`config.mk`:
```
export PLATFORM = sky130hd
export DESIGN_NAME = demux_rr_sched_flat
export DESIGN_NICKNAME = d
export VERILOG_FILES = /design/src/rtl/demux_rr_sched_if.sv /design/src/rtl/demux_rr_sched.sv /design/src/flat_wrapper.sv
export SDC_FILE = /design/constraint.sdc
export NUM_CORES = 1
export LEC_CHECK = 0
export ABC_AREA = 1
export CAP_MARGIN = 25
export CORE_MARGIN = 4
export CORE_UTILIZATION = 30
export CTS_BUF_LIST = sky130_fd_sc_hd__clkbuf_8
export CTS_CLUSTER_DIAMETER = 200
export DETAILED_ROUTE_END_ITERATION = 16
export DONT_BUFFER_PORTS = 1
export GPL_TIMING_DRIVEN = 0
export PLACE_DENSITY = 0.45
export SLEW_MARGIN = 20
export SYNTH_ARGS = -nofsm -noshare
export SYNTH_HDL_FRONTEND = slang
export SYNTH_SLANG_ARGS = --single-unit
export TNS_END_PERCENT = 10
```
`constraint.sdc`:
```
create_clock -name clk -period 2.8 [get_ports clk]
set_input_delay 0.56 -clock clk [delete_from_list [all_inputs] [get_ports clk]]
set_output_delay 0.56 -clock clk [all_outputs]
set_load 0.02 [all_outputs]
```
`src/rtl/demux_rr_sched_if.sv`:
```
// Stream bundle for demux_rr_sched: producer-side word handshake plus the
// broadcast word, one-hot channel valid, per-channel ready and demux select.
interface demux_rr_sched_if #(
  parameter int unsigned DW  = 8,
  parameter int unsigned NCH = 8
);
  localparam int unsigned SW = $clog2(NCH);

  logic [DW-1:0]  in_data;
  logic           in_valid;
  logic           in_ready;
  logic [DW-1:0]  out_data;
  logic [NCH-1:0] out_valid;
  logic [NCH-1:0] out_ready;
  logic [SW-1:0]  sel;

  modport master (
    output in_data, in_valid, out_ready,
    input  in_ready, out_data, out_valid, sel
  );

  modport slave (
    input  in_data, in_valid, out_ready,
    output in_ready, out_data, out_valid, sel
  );
endinterface

```
`src/rtl/demux_rr_sched.sv`:
```
// Round-robin dispatcher for a 1x8 demux: one-entry holding register steered
// to the next enabled channel. DEMUX_RR_SCHED_CNT_EN adds per-channel delivery counters.
module demux_rr_sched #(
  parameter int unsigned DW  = 8,
  parameter int unsigned NCH = 8
) (
  input  logic                 clk,
  input  logic                 rst,
  input  logic [NCH-1:0]       en_mask,
  input  logic                 flush,
  demux_rr_sched_if.slave      bus,
  output logic                 busy
`ifdef DEMUX_RR_SCHED_CNT_EN
  ,
  input  logic [$clog2(NCH)-1:0] cnt_idx,
  output logic [15:0]            cnt_val
`endif
);

  localparam int unsigned SW = $clog2(NCH);

  typedef enum logic {EMPTY, FULL} state_e;

  state_e          state_q, state_d;
  logic [DW-1:0]   held_q, held_d;
  logic [SW-1:0]   cur_q, cur_d;
  logic [SW-1:0]   ptr_q, ptr_d;
  logic [SW-1:0]   ptr_eff;
  logic [SW-1:0]   cand;
  logic            deliver;
  logic            capture;
  logic            in_ready_c;

  assign deliver    = (state_q == FULL) && bus.out_ready[cur_q];
  assign in_ready_c = !rst && !flush && (|en_mask) &&
                      ((state_q == EMPTY) || bus.out_ready[cur_q]);
  assign capture    = bus.in_valid && in_ready_c;
  // A delivery this cycle moves the search start past the channel just served.
  assign ptr_eff    = deliver ? cur_q + SW'(1) : ptr_q;

  // First enabled channel at or after ptr_eff; scanning downward lets the nearest win.
  always_comb begin
    cand = ptr_eff;
    for (int i = int'(NCH) - 1; i >= 0; i--) begin
      if (en_mask[ptr_eff + SW'(i)]) cand = ptr_eff + SW'(i);
    end
  end

  always_comb begin
    state_d = state_q;
    held_d  = held_q;
    cur_d   = cur_q;
    ptr_d   = ptr_q;
    if (flush) begin
      state_d = EMPTY;
      held_d  = '0;
      cur_d   = '0;
      ptr_d   = '0;
    end else begin
      if (deliver) begin
        ptr_d   = ptr_eff;
        state_d = EMPTY;
      end
      if (capture) begin
        held_d  = bus.in_data;
        cur_d   = cand;
        state_d = FULL;
      end
    end
  end

  always_ff @(posedge clk) begin
    if (rst) begin
      state_q <= EMPTY;
      held_q  <= '0;
      cur_q   <= '0;
      ptr_q   <= '0;
    end else begin
      state_q <= state_d;
      held_q  <= held_d;
      cur_q   <= cur_d;
      ptr_q   <= ptr_d;
    end
  end

  assign bus.in_ready  = in_ready_c;
  assign bus.out_data  = held_q;
  assign bus.out_valid = (state_q == FULL) ? (NCH'(1) << cur_q) : '0;
  assign bus.sel       = cur_q;
  assign busy          = (state_q == FULL);

`ifdef DEMUX_RR_SCHED_CNT_EN
  logic [15:0] cnt_q [NCH];
  logic [15:0] cnt_d [NCH];

  // Counters survive flush: a delivery in the flush cycle still counts.
  always_comb begin
    cnt_d = cnt_q;
    if (deliver) cnt_d[cur_q] = cnt_q[cur_q] + 16'd1;
  end

  always_ff @(posedge clk) begin
    if (rst) begin
      for (int i = 0; i < int'(NCH); i++) cnt_q[i] <= '0;
    end else begin
      cnt_q <= cnt_d;
    end
  end

  assign cnt_val = cnt_q[cnt_idx];
`endif

endmodule

```
`src/flat_wrapper.sv`:
```
// flat-port wrapper written by rule: the top's interface ports become plain ports
module demux_rr_sched_flat 
#(
  parameter int unsigned DW  = 8,
  parameter int unsigned NCH = 8
)
  (clk, rst, en_mask, flush, busy, bus_in_data, bus_in_valid, bus_out_ready, bus_in_ready, bus_out_data, bus_out_valid, bus_sel);
  demux_rr_sched_if #(.DW(DW), .NCH(NCH)) bus_i ();
  input  logic clk;
  input  logic rst;
  input  logic [NCH-1:0] en_mask;
  input  logic flush;
  output logic busy;
  input wire logic [$bits(bus_i.in_data)-1:0] bus_in_data;
  input wire logic [$bits(bus_i.in_valid)-1:0] bus_in_valid;
  input wire logic [$bits(bus_i.out_ready)-1:0] bus_out_ready;
  output wire logic [$bits(bus_i.in_ready)-1:0] bus_in_ready;
  output wire logic [$bits(bus_i.out_data)-1:0] bus_out_data;
  output wire logic [$bits(bus_i.out_valid)-1:0] bus_out_valid;
  output wire logic [$bits(bus_i.sel)-1:0] bus_sel;
  assign bus_i.in_data = bus_in_data;
  assign bus_i.in_valid = bus_in_valid;
  assign bus_i.out_ready = bus_out_ready;
  assign bus_in_ready = bus_i.in_ready;
  assign bus_out_data = bus_i.out_data;
  assign bus_out_valid = bus_i.out_valid;
  assign bus_sel = bus_i.sel;
  demux_rr_sched #(.DW(DW), .NCH(NCH)) u_core (.clk(clk), .rst(rst), .en_mask(en_mask), .flush(flush), .bus(bus_i), .busy(busy));
endmodule
```
==> impl_metrics.xml, run 1 <==
<?xml version="1.0" encoding="UTF-8"?>
<metrics>
  <group name="outcome">
    <metric name="status" unit="">complete, no violations</metric>
  </group>
  <group name="route">
    <metric name="dr_wl_met2" unit="um">2030</metric>
    <metric name="drt_iter0_drc" unit="">74</metric>
    <metric name="routed-via-count" unit="">1685</metric>
    <metric name="post_drt_wl_per_cell" unit="um">12.2</metric>
    <metric name="met1Wirelength" unit="um">2090</metric>
    <metric name="dr.max_layer_used" unit="">met4</metric>
    <metric name="avgViaCountPerCell" unit="">4.63</metric>
    <metric name="drt_pass1_iterations" unit="">4</metric>
    <metric name="met3RoutedLength" unit="um">312</metric>
    <metric name="remaining_drc_errors" unit="">0</metric>
    <metric name="totalWireLength" unit="um">4440</metric>
    <metric name="postRouteAntennaNets" unit="">0</metric>
  </group>
  <group name="cells_and_area">
    <metric name="post_route_cells_drive_above_1_share" unit="%">19.0</metric>
    <metric name="area.growth.synth_to_final" unit="%">16.6</metric>
    <metric name="antennaDiodeCount" unit="">0</metric>
    <metric name="final_instance_area" unit="mm2">0.00185</metric>
    <metric name="finalNonFillerCells" unit="">364</metric>
    <metric name="fin_nets" unit="">331</metric>
  </group>
  <group name="worst_setup_path">
    <metric name="timing.critical_path.required" unit="ns">2.97</metric>
    <metric name="crit_chain" unit="">inv_6 -&gt; nand2_1 -&gt; nand3_1 -&gt; nand3_2 -&gt; nand3_4 -&gt; nand2_2 -&gt; nand2_2 -&gt; buf_12 -&gt; ha_4 -&gt; inv_1 -&gt; nand2_1 -&gt; nand2_2 -&gt; nand3_2 -&gt; nand2_2 -&gt; nand2_1 -&gt; o21ai_1 -&gt; nand2_1 -&gt; nand2_1 -&gt; nand2_1 -&gt; nand2_1 -&gt; nand2_1 -&gt; nand2_1 -&gt; nand2_1 -&gt; a21oi_2</metric>
    <metric name="worst-path-buf-inv" unit="">3</metric>
    <metric name="start_kind" unit="">flop</metric>
    <metric name="ff_to_ff_start" unit="">u_core.bus.sel[0]</metric>
    <metric name="cp-end-kind" unit="">flop</metric>
    <metric name="cp_num_cells" unit="">24</metric>
    <metric name="timing.critical_path.arrival" unit="ns">2.73</metric>
    <metric name="r2r_setup_slack" unit="ns">0.25</metric>
    <metric name="path_class" unit="">flop to flop</metric>
    <metric name="worst_path_dominant_cell_family" unit="">simple AND/OR/NAND/NOR gates</metric>
    <metric name="worst_r2r_endpoint" unit="">u_core.bus.sel[2]</metric>
    <metric name="timing.reg2reg.worst_path_depth" unit="">24</metric>
    <metric name="worst_path_most_repeated_cell" unit="">nand2_1</metric>
    <metric name="worst_path_largest_cell_delay" unit="ns">0.44</metric>
    <metric name="crit_path_top_delay_cell" unit="">dfxtp_4</metric>
    <metric name="timing.critical_path.fanout_max" unit="">10</metric>
  </group>
  <group name="logic_synthesis">
    <metric name="synth.largest_area_cell" unit="">nand2_1</metric>
    <metric name="synth-warning-count" unit="">0</metric>
    <metric name="synth_cell_types" unit="">23</metric>
    <metric name="post-synth-top-area-fraction" unit="%">28.9</metric>
    <metric name="ys_ff_latch" unit="">15</metric>
    <metric name="sequential_cell_area_fraction_in_the_yosys_report" unit="%">18.9</metric>
    <metric name="ys_top_cells_by_area" unit="">nand2_1, dfxtp_1, inv_1, nand3_1, ha_1</metric>
    <metric name="mappedNetlistArea" unit="mm2">0.00159</metric>
    <metric name="synthesis.area_per_instance" unit="um2">5.66</metric>
    <metric name="synth_fp_nets" unit="">316</metric>
    <metric name="synth_cells" unit="">280</metric>
  </group>
  <group name="placement">
    <metric name="place_area" unit="mm2">0.00167</metric>
    <metric name="dpl.hpwl" unit="um">3510</metric>
    <metric name="dpl.cell_count" unit="">350</metric>
    <metric name="port_buf_inserts" unit="">0</metric>
    <metric name="place.gp.congestion" unit="">0.809</metric>
  </group>
  <group name="clock_tree">
    <metric name="cts-root-to-sink-buffers" unit="">2</metric>
    <metric name="cts_htree_levels" unit="">1</metric>
    <metric name="worst_path_clk_slew" unit="ns">0.06</metric>
    <metric name="clock_insertion_delay_at_the_later_pin_of_the_skew_report" unit="ns">0.24</metric>
    <metric name="cts.root.buffer_cell" unit="">clkbuf_8</metric>
    <metric name="cts_tree" unit="">yes</metric>
    <metric name="clock-sinks" unit="">15</metric>
    <metric name="number_of_cts_inserted_buffers" unit="">3</metric>
    <metric name="cts-hold-fix-buffers" unit="">0</metric>
  </group>
  <group name="sta">
    <metric name="clock.fmax" unit="MHz">391</metric>
    <metric name="hold_violations_final" unit="">0</metric>
    <metric name="setup_viols_final" unit="">0</metric>
    <metric name="hold_ws" unit="ns">0.456</metric>
    <metric name="max_slew_violation_count" unit="">0</metric>
    <metric name="period_needed" unit="ns">2.55</metric>
    <metric name="fin_skew" unit="ns">0.00198</metric>
    <metric name="post-route-period-util" unit="%">91.2</metric>
    <metric name="tightest_slew" unit="ns">0.489</metric>
    <metric name="worst_slew_margin_rel" unit="%">67.4</metric>
  </group>
  <group name="global_route">
    <metric name="globalRouteTotalUtil" unit="%">13.6</metric>
    <metric name="grt_start_max_net_pins" unit="">11</metric>
    <metric name="grt_first_pass_wirelength" unit="um">6970</metric>
    <metric name="leftover_overflow_at_the_end_of_global_routing" unit="">0</metric>
    <metric name="grt_pass1_vias" unit="">1471</metric>
    <metric name="initial_antenna_violation_count" unit="">0</metric>
  </group>
  <group name="floorplanning">
    <metric name="core_area" unit="mm2">0.00511</metric>
    <metric name="top_level_ports" unit="">49</metric>
    <metric name="die_width" unit="um">80.7</metric>
    <metric name="die_h" unit="um">80.7</metric>
    <metric name="start_util" unit="%">31.0</metric>
    <metric name="design.die.area" unit="mm2">0.00651</metric>
    <metric name="placement_rows" unit="">26</metric>
  </group>
  <group name="worst_hold_path">
    <metric name="holdPathEnd" unit="">u_core.bus.out_data[4]</metric>
    <metric name="hold_path.class" unit="">input pin to flop</metric>
    <metric name="worst_hold_startpoint" unit="">bus_in_data[4]</metric>
    <metric name="min_path_cells" unit="">2</metric>
  </group>
  <group name="pwr">
    <metric name="standby_leakage_power" unit="nW">0.962</metric>
    <metric name="peak_supply_drop" unit="mV">0.271</metric>
    <metric name="power.total" unit="mW">0.519</metric>
    <metric name="powerDensity" unit="mW/mm2">281</metric>
  </group>
  <group name="flow_run">
    <metric name="max-cap-violations" unit="">0</metric>
  </group>
</metrics>
==> area by class of cell <==
type	instances	area [um2]
Fill cell	593	3260
Timing Repair Buffer	10	71.3
Inverter	40	155
Tap cell	70	87.6
Clock inverter	1	3.75
Multi-Input combinational cell	218	1120
Sequential cell	15	312
Clock buffer	3	41.3
Buffer	7	58.8
==> cells in the mapped netlist, drive strengths merged <==
cell    number
o21ai        6
buf          4
nand4        4
nand3       29
nor4         2
inv         40
ha           8
nor2        10
a21oi       18
o21a         2
clkbuf       3
dfxtp       15
nand2      139
==> metal layers <==
layer,global-route usage (%),up-vias
met5,0,-
met4,1.52,0
met3,2.80,2
met2,21.6,44
met1,19.3,742
li1,-,897
==> flip-flops by register name (all words and copies together) (netlist names) <==
name                 flops
u_core.bus.out_data      8
u_core.bus.sel           3
u_core.ptr_q             3
u_core.busy              1
==> cell usage in the layout (no fill, tap or decap), drive strengths merged <==
master and instances:
o21a 2, dfxtp 15, inv 41, nand3 29, o21ai 6, clkbuf 6
nor4 2, ha 8, nand4 4, buf 14, a21oi 18, nor2 10
nand2 139
==> worst max-delay path by stage <==
stage	start	end	slack, ns
after floorplan	u_core.bus.sel[0]	u_core.bus.sel[0]	0.13
after global placement	u_core.bus.sel[0]	u_core.bus.sel[0]	-0.43
after detailed placement	u_core.bus.sel[0]	u_core.bus.sel[0]	-0.37
after CTS	u_core.bus.sel[0]	u_core.bus.sel[0]	0.03
after global routing	u_core.bus.sel[0]	u_core.bus.sel[2]	-0.01
final	u_core.bus.sel[0]	u_core.bus.sel[2]	0.25
==> what timing repair did <==
| item | 4_1_cts | 5_1_grt |
|---|---|---|
| pin swaps | 0 | 5 |
| endpoints found under the setup margin | 3 | 3 |
| buffers inserted | 1 | 9 |
| resized for setup | 6 | 11 |
==> through the flow <==
stage	util [%]	worst slack, ns	setup TNS, ns
floorplan	-	0.132	0
global placement	32.8	-0.428	-0.990
detailed placement	32.8	-0.369	-0.833
CTS	33.9	0.0295	0
global route	36.2	-0.0147	-0.0147
finish	36.2	0.245	0
==> report_power, final <==
group,total (mW),leakage [nW],internal [mW],switching (mW)
sequential,0.222,0.124,0.214,0.00738
combinational,0.129,0.812,0.0448,0.0844
clock,0.168,0.0269,0.0969,0.0714
==> cells by family (layout without fill, tap and decap cells) <==
family,after synthesis,after routing,share of synthesized area [%]
adder cells (fa/ha/maj),8,8,6.31
buffers and inverters,47,61,12.4
flip-flops,15,15,18.9
AND/OR/NAND/NOR,184,184,52.6
AO/OA/AOI/OAI,26,26,9.71
Note: power is estimated with default switching activity, not from simulation.
==> run 2, diff against run 1 <==
--- a/config.mk
+++ b/config.mk
@@ -5,7 +5,7 @@
 export SDC_FILE = /design/constraint.sdc
 export NUM_CORES = 1
 export LEC_CHECK = 0
-export ABC_AREA = 1
+export ABC_AREA = 0
 export CAP_MARGIN = 25
 export CORE_MARGIN = 4
 export CORE_UTILIZATION = 30
==> run 2 against run 1 <==
The flow now finishes with violations (negative setup slack). First-iteration DRC count grew to 2.9 times the previous value. Die area is 48% higher. Non-clock buffer count up 29. Count of clock-buffer cells in the layout did not move. Hold slack worse by 0.0088 ns. Worst setup slack worse by 1.3 ns. Cell area rose by 58%. Sequential power is essentially flat. Wire length rose by 94%.
==> impl_metrics.xml, run 2 <==
<?xml version="1.0" encoding="UTF-8"?>
<metrics>
  <group name="route">
    <metric name="post_drt_wl_per_cell" unit="um">19.7</metric>
    <metric name="routed-via-count" unit="">2572</metric>
    <metric name="drt_iter0_drc" unit="">218</metric>
    <metric name="drt_pass1_iterations" unit="">4</metric>
    <metric name="postRouteAntennaNets" unit="">0</metric>
    <metric name="avgViaCountPerCell" unit="">5.87</metric>
    <metric name="totalWireLength" unit="um">8620</metric>
    <metric name="remaining_drc_errors" unit="">0</metric>
  </group>
  <group name="pwr">
    <metric name="power.combinational.fraction" unit="%">39.3</metric>
    <metric name="peak_supply_drop" unit="mV">0.118</metric>
    <metric name="intPower" unit="mW">0.413</metric>
    <metric name="clock_power_share" unit="%">26.2</metric>
    <metric name="power.net_switching" unit="mW">0.230</metric>
    <metric name="powerDensity" unit="mW/mm2">220</metric>
    <metric name="sequentialPowerShare" unit="%">34.5</metric>
    <metric name="switching_share_of_total_power" unit="%">35.8</metric>
    <metric name="standby_leakage_power" unit="nW">1.04</metric>
  </group>
  <group name="sta">
    <metric name="setup_viols_final" unit="">3</metric>
    <metric name="hold_violations_final" unit="">0</metric>
    <metric name="post-route-period-util" unit="%">136</metric>
    <metric name="postLayoutSetupSlackWorst" unit="ns">-1.01</metric>
    <metric name="worst_slew_margin_rel" unit="%">55.3</metric>
    <metric name="fin_skew" unit="ns">0.00233</metric>
    <metric name="max_slew_violation_count" unit="">0</metric>
    <metric name="period_needed" unit="ns">3.81</metric>
    <metric name="tightest_slew" unit="ns">0.654</metric>
    <metric name="finalSetupTns" unit="ns">-2.89</metric>
    <metric name="rsz0062_at_grt" unit="">yes</metric>
    <metric name="clock.fmax" unit="MHz">263</metric>
  </group>
  <group name="global_route">
    <metric name="leftover_overflow_at_the_end_of_global_routing" unit="">0</metric>
    <metric name="grt_pass1_vias" unit="">2441</metric>
    <metric name="globalRouteTotalUtil" unit="%">17.2</metric>
    <metric name="grt_first_pass_wirelength" unit="um">13400</metric>
    <metric name="initial_antenna_violation_count" unit="">0</metric>
    <metric name="grt_start_max_net_pins" unit="">11</metric>
  </group>
  <group name="floorplanning">
    <metric name="placement_rows" unit="">32</metric>
    <metric name="core_area" unit="mm2">0.00781</metric>
    <metric name="design.die.area" unit="mm2">0.00962</metric>
    <metric name="top_level_ports" unit="">49</metric>
    <metric name="die_h" unit="um">98.1</metric>
    <metric name="start_util" unit="%">31.2</metric>
    <metric name="die_width" unit="um">98.1</metric>
  </group>
  <group name="logic_synthesis">
    <metric name="synth_most_common_cell" unit="">nand2_1</metric>
    <metric name="synth_fp_nets" unit="">354</metric>
    <metric name="sequential_cell_area_fraction_in_the_yosys_report" unit="%">12.3</metric>
    <metric name="ys_top_cells_by_area" unit="">dfxtp_1, nand2_1, a21oi_1, ha_1, mux2i_1</metric>
    <metric name="synth_cells" unit="">318</metric>
    <metric name="post-synth-top-area-fraction" unit="%">12.3</metric>
    <metric name="netlist_top_cells_count" unit="">nand2_1, a21oi_1, nor2_1</metric>
    <metric name="mappedNetlistArea" unit="mm2">0.00243</metric>
    <metric name="synth-warning-count" unit="">0</metric>
    <metric name="synthesis.area_per_instance" unit="um2">7.66</metric>
    <metric name="synth.largest_area_cell" unit="">dfxtp_1</metric>
    <metric name="postSynth.asyncResetShare" unit="%">0</metric>
    <metric name="ys_ff_latch" unit="">15</metric>
    <metric name="synth_top_flop_cell" unit="">dfxtp_1</metric>
    <metric name="synth_edf_count" unit="">0</metric>
    <metric name="synth_cell_types" unit="">69</metric>
  </group>
  <group name="placement">
    <metric name="dpl.cell_count" unit="">420</metric>
    <metric name="place.gp.congestion" unit="">0.799</metric>
    <metric name="pre_cts_slack" unit="ns">-1.40</metric>
    <metric name="port_buf_inserts" unit="">0</metric>
    <metric name="place_area" unit="mm2">0.00263</metric>
    <metric name="dpl.hpwl" unit="um">6430</metric>
  </group>
  <group name="worst_setup_path">
    <metric name="timing.critical_path.arrival" unit="ns">3.91</metric>
    <metric name="start_kind" unit="">flop</metric>
    <metric name="path_class" unit="">flop to flop</metric>
    <metric name="cp-end-kind" unit="">flop</metric>
    <metric name="timing.critical_path.required" unit="ns">2.91</metric>
    <metric name="timing.critical_path.fanout_max" unit="">8</metric>
  </group>
  <group name="outcome">
    <metric name="status" unit="">complete, but fails checks</metric>
    <metric name="violations_in_the_final_reports" unit="">negative setup slack</metric>
  </group>
  <group name="clock_tree">
    <metric name="worst_path_clk_slew" unit="ns">0.06</metric>
    <metric name="cts_tree" unit="">yes</metric>
    <metric name="clock-sinks" unit="">15</metric>
    <metric name="cts-root-to-sink-buffers" unit="">2</metric>
    <metric name="cts.root.buffer_cell" unit="">clkbuf_8</metric>
    <metric name="number_of_cts_inserted_buffers" unit="">3</metric>
    <metric name="cts-hold-fix-buffers" unit="">0</metric>
    <metric name="cts_htree_levels" unit="">1</metric>
    <metric name="clock_insertion_delay_at_the_later_pin_of_the_skew_report" unit="ns">0.24</metric>
  </group>
  <group name="flow_run">
    <metric name="max-cap-violations" unit="">0</metric>
  </group>
  <group name="cells_and_area">
    <metric name="n_fill_cell" unit="">845</metric>
    <metric name="layout.core_utilization" unit="%">37.4</metric>
    <metric name="layout.cells.most_common" unit="">nand2_1</metric>
    <metric name="final_instance_area" unit="mm2">0.00292</metric>
    <metric name="post_route_cells_drive_above_1_share" unit="%">25.9</metric>
    <metric name="antennaDiodeCount" unit="">0</metric>
    <metric name="mostFrequentLayoutCells" unit="">nand2_1, a21oi_1, nor2_1</metric>
    <metric name="multi_input_comb_area" unit="mm2">0.00205</metric>
    <metric name="fin_nets" unit="">373</metric>
    <metric name="area.sequential" unit="um2">308</metric>
    <metric name="area.growth.synth_to_final" unit="%">20.0</metric>
    <metric name="largest_reg_flops" unit="">8</metric>
    <metric name="finalNonFillerCells" unit="">438</metric>
  </group>
  <group name="worst_hold_path">
    <metric name="hold_path.class" unit="">input pin to flop</metric>
  </group>
</metrics>
## run 2: per-stage QoR
| stage | hold WS, ns | power, mW |
|---|---|---|
| after global routing | 0.447 | 0.678 |
| after global placement | 0.545 | 0.450 |
| after floorplan | 0.535 | 0.400 |
| after CTS | 0.443 | 0.637 |
| final | 0.447 | 0.643 |
| after detailed placement | 0.550 | 0.451 |
## run 2: path summary, 6_finish.rpt
kind,start,end,slack (ns),depth (start not counted)
max,u_core.bus.sel[0],u_core.bus.sel[1],-1.01,18
min,bus_in_data[4],u_core.bus.out_data[4],0.45,2
max reg2reg,u_core.bus.sel[0],u_core.bus.sel[1],-1.01,18
min reg2reg,u_core.bus.out_data[5],u_core.bus.out_data[5],0.56,2
## run 2: layout make-up
cell class	instances	area share, %
Clock buffer	3	1.41
Clock inverter	1	0.128
Buffer	30	7.15
Multi-Input combinational cell	255	70.1
Sequential cell	15	10.5
Inverter	16	2.10
Timing Repair Buffer	16	4.24
Tap cell	102	4.37
## run 2: routing by layer
layer,GRT usage [%],wire [um],up-vias
met5,0,0,-
met1,23.8,3900,1268
met3,2.29,541,6
li1,-,-,1228
met2,28.1,4090,70
met4,4.37,91,0
## run 2: worst max-delay path, cell delays in order, from the launching register on
cell      delay, ns
dfxtp_4        0.39
buf_12         0.15
mux2_4         0.23
a2bb2o_4       0.24
nor4_4         0.35
nor2_4         0.08
buf_6          0.13
buf_8          0.11
ha_4           0.22
buf_8          0.13
or3_1          0.32
a21oi_2        0.20
a311oi_4       0.05
buf_6          0.15
mux2i_4        0.20
o21ai_2        0.11
a2111o_1       0.31
a311oi_2       0.24
a211oi_2       0.05
## run 2: logic make-up after synthesis
| logic type | count (synthesis) | synth area share, % |
|---|---|---|
| DFF | 15 | 12.3 |
| AOI/OAI and AO/OA | 109 | 37.3 |
| muxes | 19 | 9.82 |
| and+or+nand+nor | 118 | 25.7 |
| xor gates and xnor gates | 1 | 1.13 |
| adders and majority gates | 8 | 4.11 |
| buffers and inverters | 48 | 9.61 |
## run 2: power groups by stage
stage	logic, mW	registers [mW]	clock network, mW
2_1_floorplan	0.174	0.226	0
3_3_place_gp	0.223	0.227	0
3_5_place_dp	0.224	0.227	0
4_1_cts	0.241	0.222	0.173
5_1_grt	0.271	0.223	0.184
6_report	0.253	0.222	0.169
## run 2: what timing repair did
| action | in CTS | in global routing |
|---|---|---|
| cloned | 0 | 0 |
| buffers inserted | 15 | 1 |
| pin swaps | 12 | 3 |
| gates resized for setup | 24 | 10 |
| setup endpoints to repair | 13 | 12 |
==> run 3, diff against run 2 <==
--- a/config.mk
+++ b/config.mk
@@ -15,7 +15,6 @@
 export DONT_BUFFER_PORTS = 1
 export GPL_TIMING_DRIVEN = 0
 export PLACE_DENSITY = 0.45
-export SLEW_MARGIN = 20
 export SYNTH_ARGS = -nofsm -noshare
 export SYNTH_HDL_FRONTEND = slang
 export SYNTH_SLANG_ARGS = --single-unit
==> results of run 3 <==
Final layout, timing and power as in run 2 (identical DEF).
